## src/rtl/imem_loader_pkg.sv

```systemverilog
// Shared definitions for the instruction-memory loader: state encoding,
// image framing constants and header decoding.
package imem_loader_pkg;

  localparam int HDR_BYTES      = 2;
  localparam int BYTES_PER_WORD = 4;
  localparam int COUNT_W        = 8 * HDR_BYTES;
  localparam int BYTE_IDX_W     = $clog2(BYTES_PER_WORD);

  typedef enum logic [2:0] {
    S_HDR0  = 3'd0,
    S_HDR1  = 3'd1,
    S_DATA  = 3'd2,
    S_WRITE = 3'd3,
    S_DONE  = 3'd4,
    S_ERR   = 3'd5
  } loader_state_t;

  function automatic logic accepts_bytes(input loader_state_t s);
    return (s == S_HDR0) || (s == S_HDR1) || (s == S_DATA);
  endfunction

  // An empty image is complete immediately; an oversize one can never fit.
  function automatic loader_state_t header_next(input logic [COUNT_W-1:0] count,
                                                input logic [COUNT_W-1:0] depth);
    if (count == '0)
      return S_DONE;
    else if (count > depth)
      return S_ERR;
    else
      return S_DATA;
  endfunction

endpackage

```

## src/rtl/imem_loader_byte_packer.sv

```systemverilog
// Little-endian byte-to-word assembler: each shifted-in byte lands in the
// lane selected by the running byte index.
module byte_packer
  import imem_loader_pkg::*;
(
  input  logic        clk,
  input  logic        rst,
  input  logic        clear,
  input  logic        shift_in,
  input  logic [7:0]  byte_in,
  output logic [31:0] word_next,
  output logic        word_full
);

  logic [BYTE_IDX_W-1:0] byte_idx;
  logic [31:0]           word;

  // word_next already contains the incoming byte so the word can be captured
  // on the same edge that accepts the final byte.
  always_comb begin
    word_next = word;
    word_next[8*byte_idx +: 8] = byte_in;
  end

  assign word_full = (byte_idx == BYTE_IDX_W'(BYTES_PER_WORD - 1));

  always_ff @(posedge clk or posedge rst) begin
    if (rst) begin
      byte_idx <= '0;
      word     <= '0;
    end else if (clear) begin
      byte_idx <= '0;
      word     <= '0;
    end else if (shift_in) begin
      word     <= word_next;
      byte_idx <= byte_idx + 1'b1;
    end
  end

endmodule

```

## src/rtl/imem_loader.sv

```systemverilog
// Loads a length-prefixed byte image into instruction memory and holds the
// core in reset until the whole image has been written.
module imem_loader
  import imem_loader_pkg::*;
#(
  parameter int width       = 32,
  parameter int DEPTH_WORDS = 256,
  parameter int ADDR_W      = $clog2(DEPTH_WORDS)
) (
  input  logic              clk,
  input  logic              start,
  input  logic              load_req,
  input  logic [7:0]        rx_data,
  input  logic              rx_valid,
  output logic              rx_ready,
  output logic              imem_we,
  output logic [ADDR_W-1:0] imem_addr,
  output logic [width-1:0]  imem_wdata,
  output logic              cpu_hold,
  output logic              load_done,
  output logic              load_err,
  output logic [ADDR_W:0]   words_loaded
);

  localparam logic [COUNT_W-1:0] DEPTH_COUNT = COUNT_W'(DEPTH_WORDS);

  loader_state_t      state;
  logic [COUNT_W-1:0] word_count;
  logic [COUNT_W-1:0] hdr_count;
  logic [ADDR_W-1:0]  word_addr;
  logic               rx_fire;
  logic               last_word;
  logic [31:0]        word_next;
  logic               word_full;

  // load_req blocks the handshake so a byte offered during an abort is not lost.
  assign rx_ready  = accepts_bytes(state) && !load_req;
  assign rx_fire   = rx_valid && rx_ready;
  assign hdr_count = {rx_data, word_count[7:0]};
  assign last_word = (COUNT_W'(words_loaded) + COUNT_W'(1)) == word_count;

  byte_packer u_packer (
    .clk       (clk),
    .rst       (start),
    .clear     (load_req),
    .shift_in  (rx_fire && (state == S_DATA)),
    .byte_in   (rx_data),
    .word_next (word_next),
    .word_full (word_full)
  );

  always_ff @(posedge clk or posedge start) begin
    if (start) begin
      state        <= S_HDR0;
      word_count   <= '0;
      word_addr    <= '0;
      words_loaded <= '0;
      imem_we      <= 1'b0;
      imem_addr    <= '0;
      imem_wdata   <= '0;
      cpu_hold     <= 1'b1;
      load_done    <= 1'b0;
      load_err     <= 1'b0;
    end else if (load_req) begin
      state        <= S_HDR0;
      word_count   <= '0;
      word_addr    <= '0;
      words_loaded <= '0;
      imem_we      <= 1'b0;
      cpu_hold     <= 1'b1;
      load_done    <= 1'b0;
      load_err     <= 1'b0;
    end else begin
      case (state)
        S_HDR0: begin
          if (rx_fire) begin
            word_count[7:0] <= rx_data;
            state           <= S_HDR1;
          end
        end
        S_HDR1: begin
          if (rx_fire) begin
            word_count[15:8] <= rx_data;
            state            <= header_next(hdr_count, DEPTH_COUNT);
            if (hdr_count == '0) begin
              cpu_hold  <= 1'b0;
              load_done <= 1'b1;
            end else if (hdr_count > DEPTH_COUNT) begin
              load_err <= 1'b1;
            end
          end
        end
        S_DATA: begin
          if (rx_fire && word_full) begin
            state      <= S_WRITE;
            imem_we    <= 1'b1;
            imem_wdata <= width'(word_next);
            imem_addr  <= word_addr;
          end
        end
        S_WRITE: begin
          imem_we      <= 1'b0;
          word_addr    <= word_addr + 1'b1;
          words_loaded <= words_loaded + 1'b1;
          if (last_word) begin
            state     <= S_DONE;
            cpu_hold  <= 1'b0;
            load_done <= 1'b1;
          end else begin
            state <= S_DATA;
          end
        end
        S_DONE, S_ERR: begin
          state <= state;
        end
        default: begin
          state <= S_HDR0;
        end
      endcase
    end
  end

endmodule
```

## config.mk

```make
export PLATFORM = sky130hd
export DESIGN_NAME = imem_loader
export DESIGN_NICKNAME = d
export VERILOG_FILES = /design/src/rtl/imem_loader_pkg.sv /design/src/rtl/imem_loader_byte_packer.sv /design/src/rtl/imem_loader.sv
export SDC_FILE = /design/constraint.sdc
export NUM_CORES = 1
export LEC_CHECK = 0
export ABC_AREA = 1
export BUFFER_PORTS_ARGS = -buffer_cell sky130_fd_sc_hd__buf_2
export CORE_MARGIN = 3
export CORE_UTILIZATION = 50
export CTS_CLUSTER_SIZE = 40
export DETAILED_ROUTE_END_ITERATION = 7
export GPL_TIMING_DRIVEN = 0
export PLACE_DENSITY = 0.7
export RECOVER_POWER = 100
export SLEW_MARGIN = 0
export SYNTH_ARGS = -nofsm -noshare
export SYNTH_HDL_FRONTEND = slang
export SYNTH_SLANG_ARGS = --single-unit
```

## constraint.sdc

```tcl
create_clock -name clk -period 5.2 [get_ports clk]
set_input_delay 0 -clock clk [delete_from_list [all_inputs] [get_ports clk]]
set_output_delay 0 -clock clk [all_outputs]
set_load 0.03 [all_outputs]
```

== Word level (Yosys, flattened, before mapping) ==
Cells that the tools add are included.
Storage, ports and cells
  register bits after elaboration: 114
  bits of input ports: 12
  output and inout bits: 54
  logic and storage cells: 100
Cells by class
  $add $sub $neg: 5
  $lt $le $gt $ge: 1
  equality and inequality tests: 14
  shifts and indexed selects: 2
  multiplexer cells: 39
  bitwise logic cells: 1
  reductions and logical operators: 25
Operators with widths (number)
  $mux W32: 2
  $mux W8: 5
  $neg A5 Y34: 1
  $shift A8 B34 Y32 const A: 1
  $shiftx A8 B34 Y32: 1
  $bwmux W32: 1
  $mux W3: 7
  $mux W9: 2
  $eq A10 B16 Y1: 1
  $gt A16 B9 Y1 const B: 1
  $logic_not A16 Y1: 1
  $mux W16: 1
  $mux W1: 15
  $pmux W3 S5: 1
  $reduce_and A4 Y1: 3
  $reduce_bool A2 Y1: 6
  $add A9 B1 Y10 const B: 1
  $add A9 B1 Y9 const B: 1
  $ne A3 B3 Y1 const B: 3
  $add A8 B1 Y8 const B: 1
  $eq A3 B2 Y1 const B: 2
  $eq A3 B3 Y1 const B: 2
  $ne A3 B2 Y1 const B: 2
  $pmux W1 S2: 3
  other kinds (14): 23

== Logic depth before layout (Yosys ltp) ==
Gate-level depths: netlist of the first run.
  depth after elaboration: 9
  gate-level depth with buffers: 14
  gate-level depth less buffers: 14

== Hierarchy ==
A second synthesis of the first run with hierarchy kept.
Second synthesis, totals
  cell total of the unflattened synthesis: 696
  area, all modules: 5761.8 um^2
Modules (own cells, without submodules)
  imem_loader: instances 1, cells an instance 408, area an instance 3778.6 um^2, seq. area each 2003.2 um^2
  byte_packer: instances 1, cells an instance 288, area an instance 1983.2 um^2, seq. area each 850.8 um^2

== Worst setup path before layout of the first run ==
No wires, ideal clock.
  kind: reg2reg
  start: register words_loaded[1]
  end: register state[1]
  library setup time: 0.128 ns
  arrival time: 1.705 ns
  data required time: 5.072 ns
  setup slack: 3.366 ns
  cell stages (with the launch flop): 15
  buffers on the path: 0
  period minus slack after synthesis: 1.834 ns
  cell sequence: dfrtp_1 > ha_1 > nand2_1 > nor2_1 > nand2_1 > nand2_1 > nand3_1 > nand2_1 > nand2_1 > nor2_1 > nand3_1 > nand2_1 > nand2_1 > nand2_1 > nand2_1
On the way
  longest elaborated chain between the ends: 5
RTL lines
  start, declared: line imem_loader.sv:22  | output logic [ADDR_W:0] words_loaded
  start signal, assigned: line imem_loader.sv:104  | words_loaded <= words_loaded + 1'b1;
  $add A9 B1 Y10: line imem_loader.sv:40  | assign last_word = (COUNT_W'(words_loaded) + COUNT_W'(1)) == word_count;
  $eq A10 B16 Y1: line imem_loader.sv:40
  $mux W3: line imem_loader.sv:105  | if (last_word) begin
  $pmux W3 S5: line imem_loader.sv:74  | case (state)
  $mux W3: line imem_loader.sv:64  | end else if (load_req) begin
  end signal, assigned: line imem_loader.sv:84  | state <= header_next(hdr_count, DEPTH_COUNT);
  end signal, assigned: line imem_loader.sv:114  | state <= state;
  end, declared: line imem_loader.sv:27  | loader_state_t state;
Every way passes these cells.
A chain may end at the register's enable or synchronous reset.

== Worst setup path in the final report of the first run ==
  start: register state[2]
  end: register imem_wdata[13]
On the way
  longest elaborated chain between the ends: 7
  elaborated cells on any way between the ends: 9
  those cells by class: eq/ne (2); reduce/logical (7)
RTL lines
  $eq A3 B1 Y1 or $logic_not A3 Y1 (tied branches): line imem_loader_pkg.sv:20  | return (s == S_HDR0) || (s == S_HDR1) || (s == S_DATA);
  $logic_or A1 B1 Y1 (2 in series): line imem_loader_pkg.sv:20
  $logic_and A1 B1 Y1: line imem_loader.sv:37  | assign rx_ready = accepts_bytes(state) && !load_req;
  $logic_and A1 B1 Y1: line imem_loader.sv:38  | assign rx_fire = rx_valid && rx_ready;
  $logic_and A1 B1 Y1: line imem_loader.sv:94  | if (rx_fire && word_full) begin
  $reduce_and A3 Y1 (no line) *
  end signal, assigned: line imem_loader.sv:97  | imem_wdata <= width'(word_next);
  end, declared: line imem_loader.sv:18  | output logic [width-1:0] imem_wdata,
Mark *: on every way between the ends. The rest lies on a longest branch, timed or not.

==> flow_metrics.py, run 1 <==
metrics = {
    "run_status": {
        "outcome": "complete, but fails checks",
        "failed_checks": "capacitance limit, slew limit",
    },
    "power_and_ir_drop": {
        "ir_drop_uv": 253,
        "power_density_nw_per_um2": 363,
        "leakage_uw": 0.00290,
        "p_total_uw": 2350,
    },
    "detailed_routing": {
        "route.detailed.vias_per_inst": 5.45,
        "wl_per_cell_um": 15.4,
        "post-route-drc-count": 0,
        "drt_wl_total_um": 13700,
        "vias": 4868,
        "drtIter0Drc": 339,
        "ant_nets": 0,
        "drtPass1Iterations": 5,
    },
    "worst_setup_path": {
        "endpoint_kind": "register",
        "crit_type": "register to register",
        "r2r_start": "state[2]",
        "path_buf_inv": 5,
        "reg2reg_slack_ns": 2.59,
        "crit_chain": "nor2_1, nand2_1, inv_1, nand2_1, nor2_1, inv_1, nor2_1, inv_1, clkbuf_1, clkbuf_1, nand2_1, o21ai_0",
        "crit_arrival_ns": 2.98,
        "crit_required_ns": 5.57,
        "slowest_stage": "dfrtp_1",
        "crit_family": "buffers and inverters",
        "critPathMaxFanout": 10,
        "startpoint_type": "register",
        "max_stage_delay_ns": 0.44,
        "timing.rr.end": "imem_wdata[13]",
        "reg2regPathDepth": 12,
    },
    "timing": {
        "fmax_mhz": 384,
        "worst_slew_pin_slew_ns": 2.50,
        "slew_headroom_pct": -67.3,
        "grt_setup_unrepaired": "no",
        "hold_viol_final": 0,
        "finClkSkew_ns": 0.00543,
        "finalSetupTns_ns": 0,
        "setup_violations": 0,
        "period_needed_ns": 2.61,
        "finalMaxSlewViolations": 55,
        "finalCritPeriodShare_pct": 50.1,
    },
    "floorplanning": {
        "die-area_um2": 12000,
        "core_um2": 10400,
        "ios": 66,
        "start_util_pct": 51.7,
        "die_h_um": 110,
        "num_rows": 37,
        "fp.dieW_um": 110,
    },
    "hold_path": {
        "min_from": "rx_data[0]",
        "whs_endpoint": "word_count[8]",
        "min_path_type": "input pin to register",
        "hold_depth": 5,
    },
    "clocking": {
        "cts_buffers": 17,
        "h-tree-depth": 4,
        "cts_sinks": 113,
        "clk_pin_slew_ns": 0.06,
        "cts_resized": 0,
        "root_buffer": "clkbuf_8",
        "cts_tree": "yes",
        "clockBufferDepth": 2,
        "clock_latency_ns": 0.52,
    },
    "grt": {
        "grt_overflow": 0,
        "antenna_found_initial": 1,
        "grt.total_usage_pct": 24.3,
        "grt_pass1_wl_um": 22500,
        "grt_max_degree": 60,
        "grt_pass1_vias": 4756,
    },
    "cells_and_area": {
        "syn_to_final_growth_pct": 20.8,
        "layout-drive-gt1-share_pct": 6.61,
        "fillers": 942,
        "antenna_cells": 0,
        "finalNetCount": 764,
        "stdcell_count": 893,
    },
    "synthesis": {
        "synthDistinctLibCells": 29,
        "synthTopCellsByCount": "nand2_1 (144), dfrtp_1 (112), inv_1 (103)",
        "synth.most_common_cell": "nand2_1",
        "synthCells": 651,
        "synthArstFlopShare_pct": 100,
        "synthDominantCellAreaShare_pct": 52.3,
        "yosys.area.top_type": "dfrtp_1",
        "synthTopCellsByArea": "dfrtp_1 (52%), nand2_1 (10%), inv_1 (7.2%)",
        "synthFlopType": "dfrtp_1",
        "syn_area_per_cell_um2": 8.23,
        "synth_edf_count": 0,
        "synth_seq_cells": 113,
        "netlist_area_um2": 5360,
        "synth_nets": 670,
        "ys_seq_area_share_pct": 52.8,
        "yosysWarnings": 0,
    },
    "flow_run": {
        "max_cap_violations": 1,
    },
    "placed_design": {
        "dp_cells": 853,
        "io_buffers": 65,
        "dpl.hpwl_um": 9570,
        "gp_congestion": 0.916,
    },
}
## tightest hold or removal path, delay by kind of cell
family	cells	cell delay [ns]
compound gates	1	0.07
simple gates	2	0.25
buf+inv	2	0.21
## how the worst max path moves through the flow
stage	end	cells past startpoint	slack (ns)	start
6_report	imem_wdata[13]	12	2.59	state[2]
4_1_cts	imem_wdata[5]	8	2.88	u_packer.byte_idx[0]
3_5_place_dp	imem_wdata[5]	8	2.88	u_packer.byte_idx[0]
3_3_place_gp	u_packer.word[29]	2	0.96	start
2_1_floorplan	imem_addr[0]	1	2.21	start
5_1_grt	imem_wdata[13]	12	2.31	state[2]
## metal layers
metal  wire length [µm]  global-route usage, %  vias up
met4                139                   7.21        2
li1                   -                      -     2316
met2               6360                   37.1      176
met1               6280                   33.9     2353
met5                 13                      0        -
met3                920                   6.93       21
## cell families after synthesis
| family | share of synthesized area, % |
|---|---|
| flops | 52.8 |
| mux | 1.26 |
| compound gates | 14.6 |
| fa+ha+maj | 1.63 |
| buf+inv | 9.78 |
| simple gates | 20.0 |
## cell usage in the layout, fill, tap and decap left out, types with 8 or more instances in the layout
cell / Yosys / routed
a21oi_1: 10 / 10
buf_2: 8 / 12
clkbuf_1: 12 / 79
clkbuf_16: 0 / 16
dfrtp_1: 112 / 112
dlygate4sd3_1: 0 / 9
inv_1: 103 / 105
nand2_1: 144 / 145
nand3_1: 42 / 42
nand4_1: 8 / 8
nor2_1: 48 / 51
o21ai_0: 45 / 69
o22ai_1: 51 / 51
## power breakdown
group | switching (µW) | internal (µW)
clock | 398 | 850
combinational | 119 | 54.9
sequential | 20.7 | 907
total | 538 | 1810
## layout make-up
| type | count | area (µm²) | area share, % |
|---|---|---|---|
| clock buffer | 22 | 453 | 7.00 |
| inverter | 108 | 407 | 6.28 |
| sequential | 113 | 2830 | 43.7 |
| multi-input combinational | 407 | 1970 | 30.5 |
| clock inverter | 9 | 180 | 2.78 |
| tap | 136 | 170 | 2.63 |
| timing repair buffer | 75 | 374 | 5.78 |
| buffer | 23 | 88.8 | 1.37 |
## sequential cells by signal (all words and copies together), names as in the netlist
register / count
word_addr: 8
state: 3
load_err: 1
load_done: 1
word_count: 16
words_loaded: 9
imem_wdata: 32
cpu_hold: 1
u_packer.word: 31
imem_we: 1
imem_addr: 8
u_packer.byte_idx: 2
## through the flow
step                utilization [%]  instance area [µm²]  worst slack, ns  hold WS, ns
floorplan                         -                 5360             2.21        0.161
global placement               56.5                 5850            0.962        0.423
detailed placement             56.7                 5880             2.88        0.165
CTS                            63.7                 6610             2.88       0.0368
global route                   62.4                 6470             2.31        0.111
finish                         62.4                 6470             2.59       0.0502
## timing repair
| action | CTS | global route |
|---|---|---|
| endpoints found under the hold margin | 88 | 0 |
| buffers inserted | 0 | 0 |
| hold buffers | 9 | 0 |
Power figures use the tool's default switching activity.
==> run 2, diff against run 1 <==
--- a/config.mk
+++ b/config.mk
@@ -12,7 +12,7 @@
 export CTS_CLUSTER_SIZE = 40
 export DETAILED_ROUTE_END_ITERATION = 7
 export GPL_TIMING_DRIVEN = 0
-export PLACE_DENSITY = 0.7
+export PLACE_DENSITY = 0.73
 export RECOVER_POWER = 100
 export SLEW_MARGIN = 0
 export SYNTH_ARGS = -nofsm -noshare
==> constraint.sdc (replaced) <==
create_clock -name clk -period 2.1 [get_ports clk]
set_input_delay 0 -clock clk [delete_from_list [all_inputs] [get_ports clk]]
set_output_delay 0 -clock clk [all_outputs]
set_load 0.03 [all_outputs]
==> run 2 against run 1 <==
Net effect: the flow now finishes without violations; worst setup slack got worse by 2.5 ns; die area unchanged; largest cell class unchanged; register-to-register slack got worse by 2.5 ns; critical endpoint is now state[0]; highest routed layer is now met4; sequential power increased by 150%; maximum frequency increased by 33%.
==> flow_metrics.py, run 2 (same netlist as run 1, synthesis figures left out) <==
metrics = {
    "clocking": {
        "h-tree-depth": 4,
        "cts_buffers": 17,
        "clock_latency_ns": 0.51,
        "cts_tree": "yes",
        "root_buffer": "clkbuf_8",
        "clk_pin_slew_ns": 0.06,
        "clockBufferDepth": 2,
        "cts_sinks": 113,
    },
    "floorplanning": {
        "die_h_um": 110,
        "fp.dieW_um": 110,
        "num_rows": 37,
        "die-area_um2": 12000,
        "core_um2": 10400,
        "ios": 66,
        "start_util_pct": 51.7,
    },
    "run_status": {
        "outcome": "completed",
    },
    "worst_setup_path": {
        "endpoint_kind": "register",
        "reg2reg_slack_ns": 0.14,
        "startpoint_type": "register",
        "slowest_stage": "o21ai_0",
        "crit_chain": "ha_1, clkinv_1, o21ai_0, o311ai_1, nor2_1, nand2_1, nand2_1",
        "crit_type": "register to register",
        "critPathMaxFanout": 10,
        "crit_family": "compound AO/OA/AOI/OAI gates",
        "max_stage_delay_ns": 0.46,
        "path_buf_inv": 1,
        "cpMostUsedCell": "nand2_1",
        "crit_arrival_ns": 2.40,
        "crit_required_ns": 2.54,
    },
    "detailed_routing": {
        "drt_wl_total_um": 13900,
        "post-route-drc-count": 0,
        "drtPass1Iterations": 6,
        "vias": 4841,
        "wl_per_cell_um": 15.6,
        "drtIter0Drc": 336,
        "route.detailed.vias_per_inst": 5.41,
        "ant_nets": 0,
    },
    "placed_design": {
        "placed_area_um2": 5920,
        "dpl.hpwl_um": 9810,
        "gp_congestion": 0.893,
        "io_buffers": 65,
        "dp_cells": 855,
    },
    "grt": {
        "grt_pass1_wl_um": 22600,
        "grt_max_degree": 44,
        "antenna_found_initial": 0,
        "grt_overflow": 0,
        "grt_pass1_vias": 4677,
        "grt.total_usage_pct": 24.4,
    },
    "cells_and_area": {
        "antenna_cells": 0,
        "seq_area_um2": 2830,
        "final_common_cell": "nand2_1",
        "stdcell_count": 895,
        "syn_to_final_growth_pct": 22.4,
        "postLayoutCellArea_um2": 6560,
        "regMostFlops": "imem_wdata",
        "final_cell_mix": "nand2_1 (144), dfrtp_1 (110), inv_1 (102), clkbuf_1 (66), o21ai_0 (57)",
        "reg.largest.list": "imem_wdata (32), u_packer.word (31), word_count (16)",
        "layout-drive-gt1-share_pct": 10.5,
        "largest_reg_flops": 32,
        "finalNetCount": 765,
        "multiInputGateArea_um2": 2020,
        "fillers": 869,
    },
    "timing": {
        "setup_violations": 0,
        "hold_viol_final": 0,
        "worst_slew_pin_slew_ns": 1.08,
        "fmax_mhz": 510,
        "finalMaxSlewViolations": 0,
        "period_needed_ns": 1.96,
        "finalCritPeriodShare_pct": 93.3,
        "slew_headroom_pct": 27.8,
        "grt_setup_unrepaired": "no",
        "hold_slack_ns": 0.0776,
        "finClkSkew_ns": 0.00790,
    },
    "power_and_ir_drop": {
        "power_density_nw_per_um2": 881,
        "leakage_uw": 0.00294,
        "ir_drop_uv": 536,
    },
    "hold_path": {
        "min_path_type": "input pin to register",
    },
    "flow_run": {
        "max_cap_violations": 0,
    },
}
==> run 2: cell count changes in the layout (fill, tap and decap cells not counted), moves of 4 or more <==
cell / previous run / this run
clkbuf_2: 0 / 7
clkbuf_1: 79 / 66
o21ai_0: 69 / 57
nor2_1: 51 / 47
inv_6: 0 / 4
o21ai_1: 5 / 16
==> run 2: worst reg2reg max path: stages (launching register included) <==
cell and delay (ns):
dfrtp_1 0.40, ha_1 0.18, clkinv_1 0.28, o21ai_0 0.46
o311ai_1 0.20, nor2_1 0.22, nand2_1 0.09, nand2_1 0.07
==> run 2: path summary, 6_finish.rpt <==
kind                                      start             to  cells past startpoint
min in group asynchronous                 start  imem_wdata[5]                      4
hold reg to reg                    imem_addr[7]   imem_addr[7]                      2
setup reg to reg           u_packer.byte_idx[1]       state[0]                      7
hold / removal                       rx_data[1]  word_count[1]                      5
max in group asynchronous                 start       load_err                      6
setup / recovery           u_packer.byte_idx[1]       state[0]                      7
==> run 2: metrics by stage <==
stage	utilization [%]	setup TNS, ns	setup slack (ns)	power [µW]
global route	63.2	0	0.00696	5980
global placement	56.5	-0.830	-0.0835	2750
floorplan	-	0	0.266	2640
detailed placement	57.1	-3.23	-0.215	2780
CTS	64.1	0	0.0153	5820
finish	63.2	0	0.141	5780
==> run 2: cell type report <==
type,count,area share (%)
timing repair buffer,78,5.84
sequential,113,43.2
clock buffer,18,6.52
clock inverter,14,3.09
buffer,21,1.70
multi-input combinational,407,30.8
inverter,108,6.28
tap,136,2.59
==> run 2: timing repair <==
action,CTS,global route
endpoints found under the setup margin,43,47
gates cloned,0,0
resized for setup,2,11
hold buffers,9,0
pin swaps,1,1
buffers inserted,1,0
hold endpoints to repair,99,0
==> run 2: layer usage <==
layer | track usage [%] | share of wire [%] | vias up
met3 | 5.28 | 6.5 | 22
li1 | - | - | 2327
met4 | 8.19 | 1.6 | 0
met1 | 34.1 | 45 | 2316
met5 | 0 | 0 | -
met2 | 37.8 | 47 | 176
==> run 2: where the power goes <==
part           leakage, µW  total, µW  switching, µW  internal [µW]
Sequential         0.00155       2300           55.9           2250
Combinational      0.00108        452            313            140
Clock             0.000307       3020           1050           1980
Total              0.00294       5780           1420           4360
==> run 3, diff against run 2 <==
--- a/config.mk
+++ b/config.mk
@@ -14,6 +14,7 @@
 export GPL_TIMING_DRIVEN = 0
 export PLACE_DENSITY = 0.73
 export RECOVER_POWER = 100
+export REMOVE_ABC_BUFFERS = 1
 export SLEW_MARGIN = 0
 export SYNTH_ARGS = -nofsm -noshare
 export SYNTH_HDL_FRONTEND = slang
==> run 3 against run 2 <==
Net effect: design area fell by 1.2%; hold slack improved by 0.22 ns; non-clock buffer count fell by 20; maximum frequency rose by 3.0%; worst setup slack improved by 0.056 ns; critical path depth rose by 2; wire length fell by 11%; core utilization fell by 0.78 points; cell count fell by 2.2%; critical endpoint is now imem_wdata[26]; largest power group unchanged; highest routed layer unchanged.
==> flow_metrics.py, run 3 (same netlist as run 1, synthesis figures left out) <==
metrics = {
    "run_status": {
        "outcome": "completed",
    },
    "worst_setup_path": {
        "critPathMaxFanout": 8,
        "endpoint_kind": "register",
        "max_stage_delay_ns": 0.46,
        "crit_type": "register to register",
        "slowest_stage": "dfrtp_2",
        "crit_family": "flip-flops",
        "path_buf_inv": 3,
        "crit_arrival_ns": 2.33,
        "startpoint_type": "register",
        "crit_chain": "clkinvlp_4, ha_2, nor2_2, inv_1, nor2_1, inv_1, nor2_1, a21oi_1, o21ai_0",
        "crit_required_ns": 2.52,
    },
    "timing": {
        "setup_ws_ns": 0.197,
        "finalMaxSlewViolations": 0,
        "fmax_mhz": 526,
        "slew_headroom_pct": 29.3,
        "setup_violations": 0,
        "finClkSkew_ns": 0.00846,
        "worst_slew_pin_slew_ns": 1.06,
        "period_needed_ns": 1.90,
        "finalSetupTns_ns": 0,
        "finalCritPeriodShare_pct": 90.6,
        "hold_viol_final": 0,
    },
    "cells_and_area": {
        "finalNetCount": 745,
        "final_cell_mix": "nand2_1 (143), dfrtp_1 (109), inv_1 (101), clkbuf_1 (54), o22ai_1 (51)",
        "syn_to_final_growth_pct": 20.9,
        "layout-drive-gt1-share_pct": 10.3,
        "antenna_cells": 0,
        "largest_reg_flops": 32,
        "reg.largest.list": "imem_wdata (32), u_packer.word (31), word_count (16)",
        "final_core_utilization_pct": 62.5,
        "final_common_cell": "nand2_1",
        "fillers": 930,
        "regMostFlops": "imem_wdata",
    },
    "grt": {
        "grt_pass1_vias": 4457,
        "grt_max_degree": 78,
        "grt.total_usage_pct": 22.4,
        "grt_overflow": 0,
        "grt_pass1_wl_um": 21100,
        "antenna_found_initial": 0,
    },
    "detailed_routing": {
        "ant_nets": 0,
        "vias": 4600,
        "wl_met3_um": 608,
        "highest_layer": "met4",
        "drtIter0Drc": 267,
        "wl_met1_um": 5650,
        "drtPass1Iterations": 5,
        "post-route-drc-count": 0,
        "route.detailed.vias_per_inst": 5.26,
        "drt_wl_total_um": 12400,
        "wl_per_cell_um": 14.2,
        "wl_met2_um": 5970,
    },
    "clocking": {
        "clockBufferDepth": 2,
        "cts_sinks": 113,
        "clock_latency_ns": 0.51,
        "root_buffer": "clkbuf_8",
        "cts_tree": "yes",
        "clk_pin_slew_ns": 0.06,
        "h-tree-depth": 4,
        "cts_buffers": 17,
    },
    "floorplanning": {
        "num_rows": 37,
        "fp.dieW_um": 110,
        "ios": 66,
        "start_util_pct": 51.7,
        "die-area_um2": 12000,
        "die_h_um": 110,
        "core_um2": 10400,
    },
    "placed_design": {
        "gp_congestion": 0.835,
        "dpl_worst_slack_ns": -0.546,
        "dpl.hpwl_um": 8420,
        "io_buffers": 65,
    },
    "power_and_ir_drop": {
        "switching_share_pct": 25.2,
        "ir_drop_uv": 552,
        "p_total_uw": 5670,
        "p_clk_share_pct": 51.7,
        "p_comb_share_pct": 7.9,
        "switchingPower_uw": 1430,
        "pwr-share-seq_pct": 40.5,
        "internal-power_uw": 4240,
        "power_density_nw_per_um2": 875,
        "leakage_uw": 0.00287,
    },
    "hold_path": {
        "min_path_type": "input pin to async pin",
    },
    "flow_run": {
        "max_cap_violations": 0,
    },
}
run 3: cell types whose count changed in the layout (fill, tap and decap cells not counted), sizes merged:
cell | previous run | this run
clkbuf | 92 | 72
clkinvlp | 2 | 5
bufinv | 4 | 3
dlygate4sd3 | 9 | 11
buf | 16 | 14
clkinv | 7 | 5
run 3: layer usage:
layer / global-route usage (%) / up-vias
met5: 0 / -
met4: 7.21 / 0
met3: 5.28 / 20
met2: 35.4 / 132
met1: 30.7 / 2167
li1: - / 2281
run 3: power by group through the flow:
| stage | clock (µW) | combinational [µW] | sequential, µW |
|---|---|---|---|
| after floorplan | 0 | 294 | 2340 |
| after global placement | 0 | 410 | 2330 |
| after detailed placement | 0 | 428 | 2330 |
| after CTS | 2960 | 448 | 2300 |
| after global routing | 3070 | 515 | 2300 |
| final | 2930 | 445 | 2300 |
run 3: tightest hold or removal path: cells and delay by family:
kind     cells  cell delay, ns
buf+inv      3            1.40
run 3: area by class of cell:
cell class	instances	area, µm²	share of cell area (%)
clock buffer	18	428	6.61
clock inverter	14	179	2.76
inverter	108	425	6.57
multi-input combinational	407	2030	31.4
sequential	113	2830	43.7
tap	136	170	2.63
timing repair buffer	79	410	6.34
run 3: path summary, 6_finish.rpt:
kind	from	slack [ns]	endpoint	cells after the start
worst max register to register	u_packer.byte_idx[0]	0.20	imem_wdata[26]	9
max in group asynchronous	start	0.92	u_packer.byte_idx[0]	4
min in group clk	load_req	0.38	word_addr[7]	3
worst max-delay path	u_packer.byte_idx[0]	0.20	imem_wdata[26]	9
worst min-delay path	start	0.30	imem_wdata[24]	3
worst min register to register	imem_addr[3]	0.47	imem_addr[3]	2
run 3: what timing repair did:
item	CTS	global route
endpoints found under the setup margin	69	81
hold buffers	11	0
hold endpoints to repair	80	0
buffers inserted	0	2
pin swaps	0	1
gates resized for setup	5	15
run 3: metrics by stage:
stage               cell area (µm²)  cells  hold WS (ns)
finish                         6480    875         0.300
global route                   6480    875         0.416
CTS                            6490    873         0.146
detailed placement             5770    830         0.141
global placement               5740    829         0.375
floorplan                      5240    628        0.0703
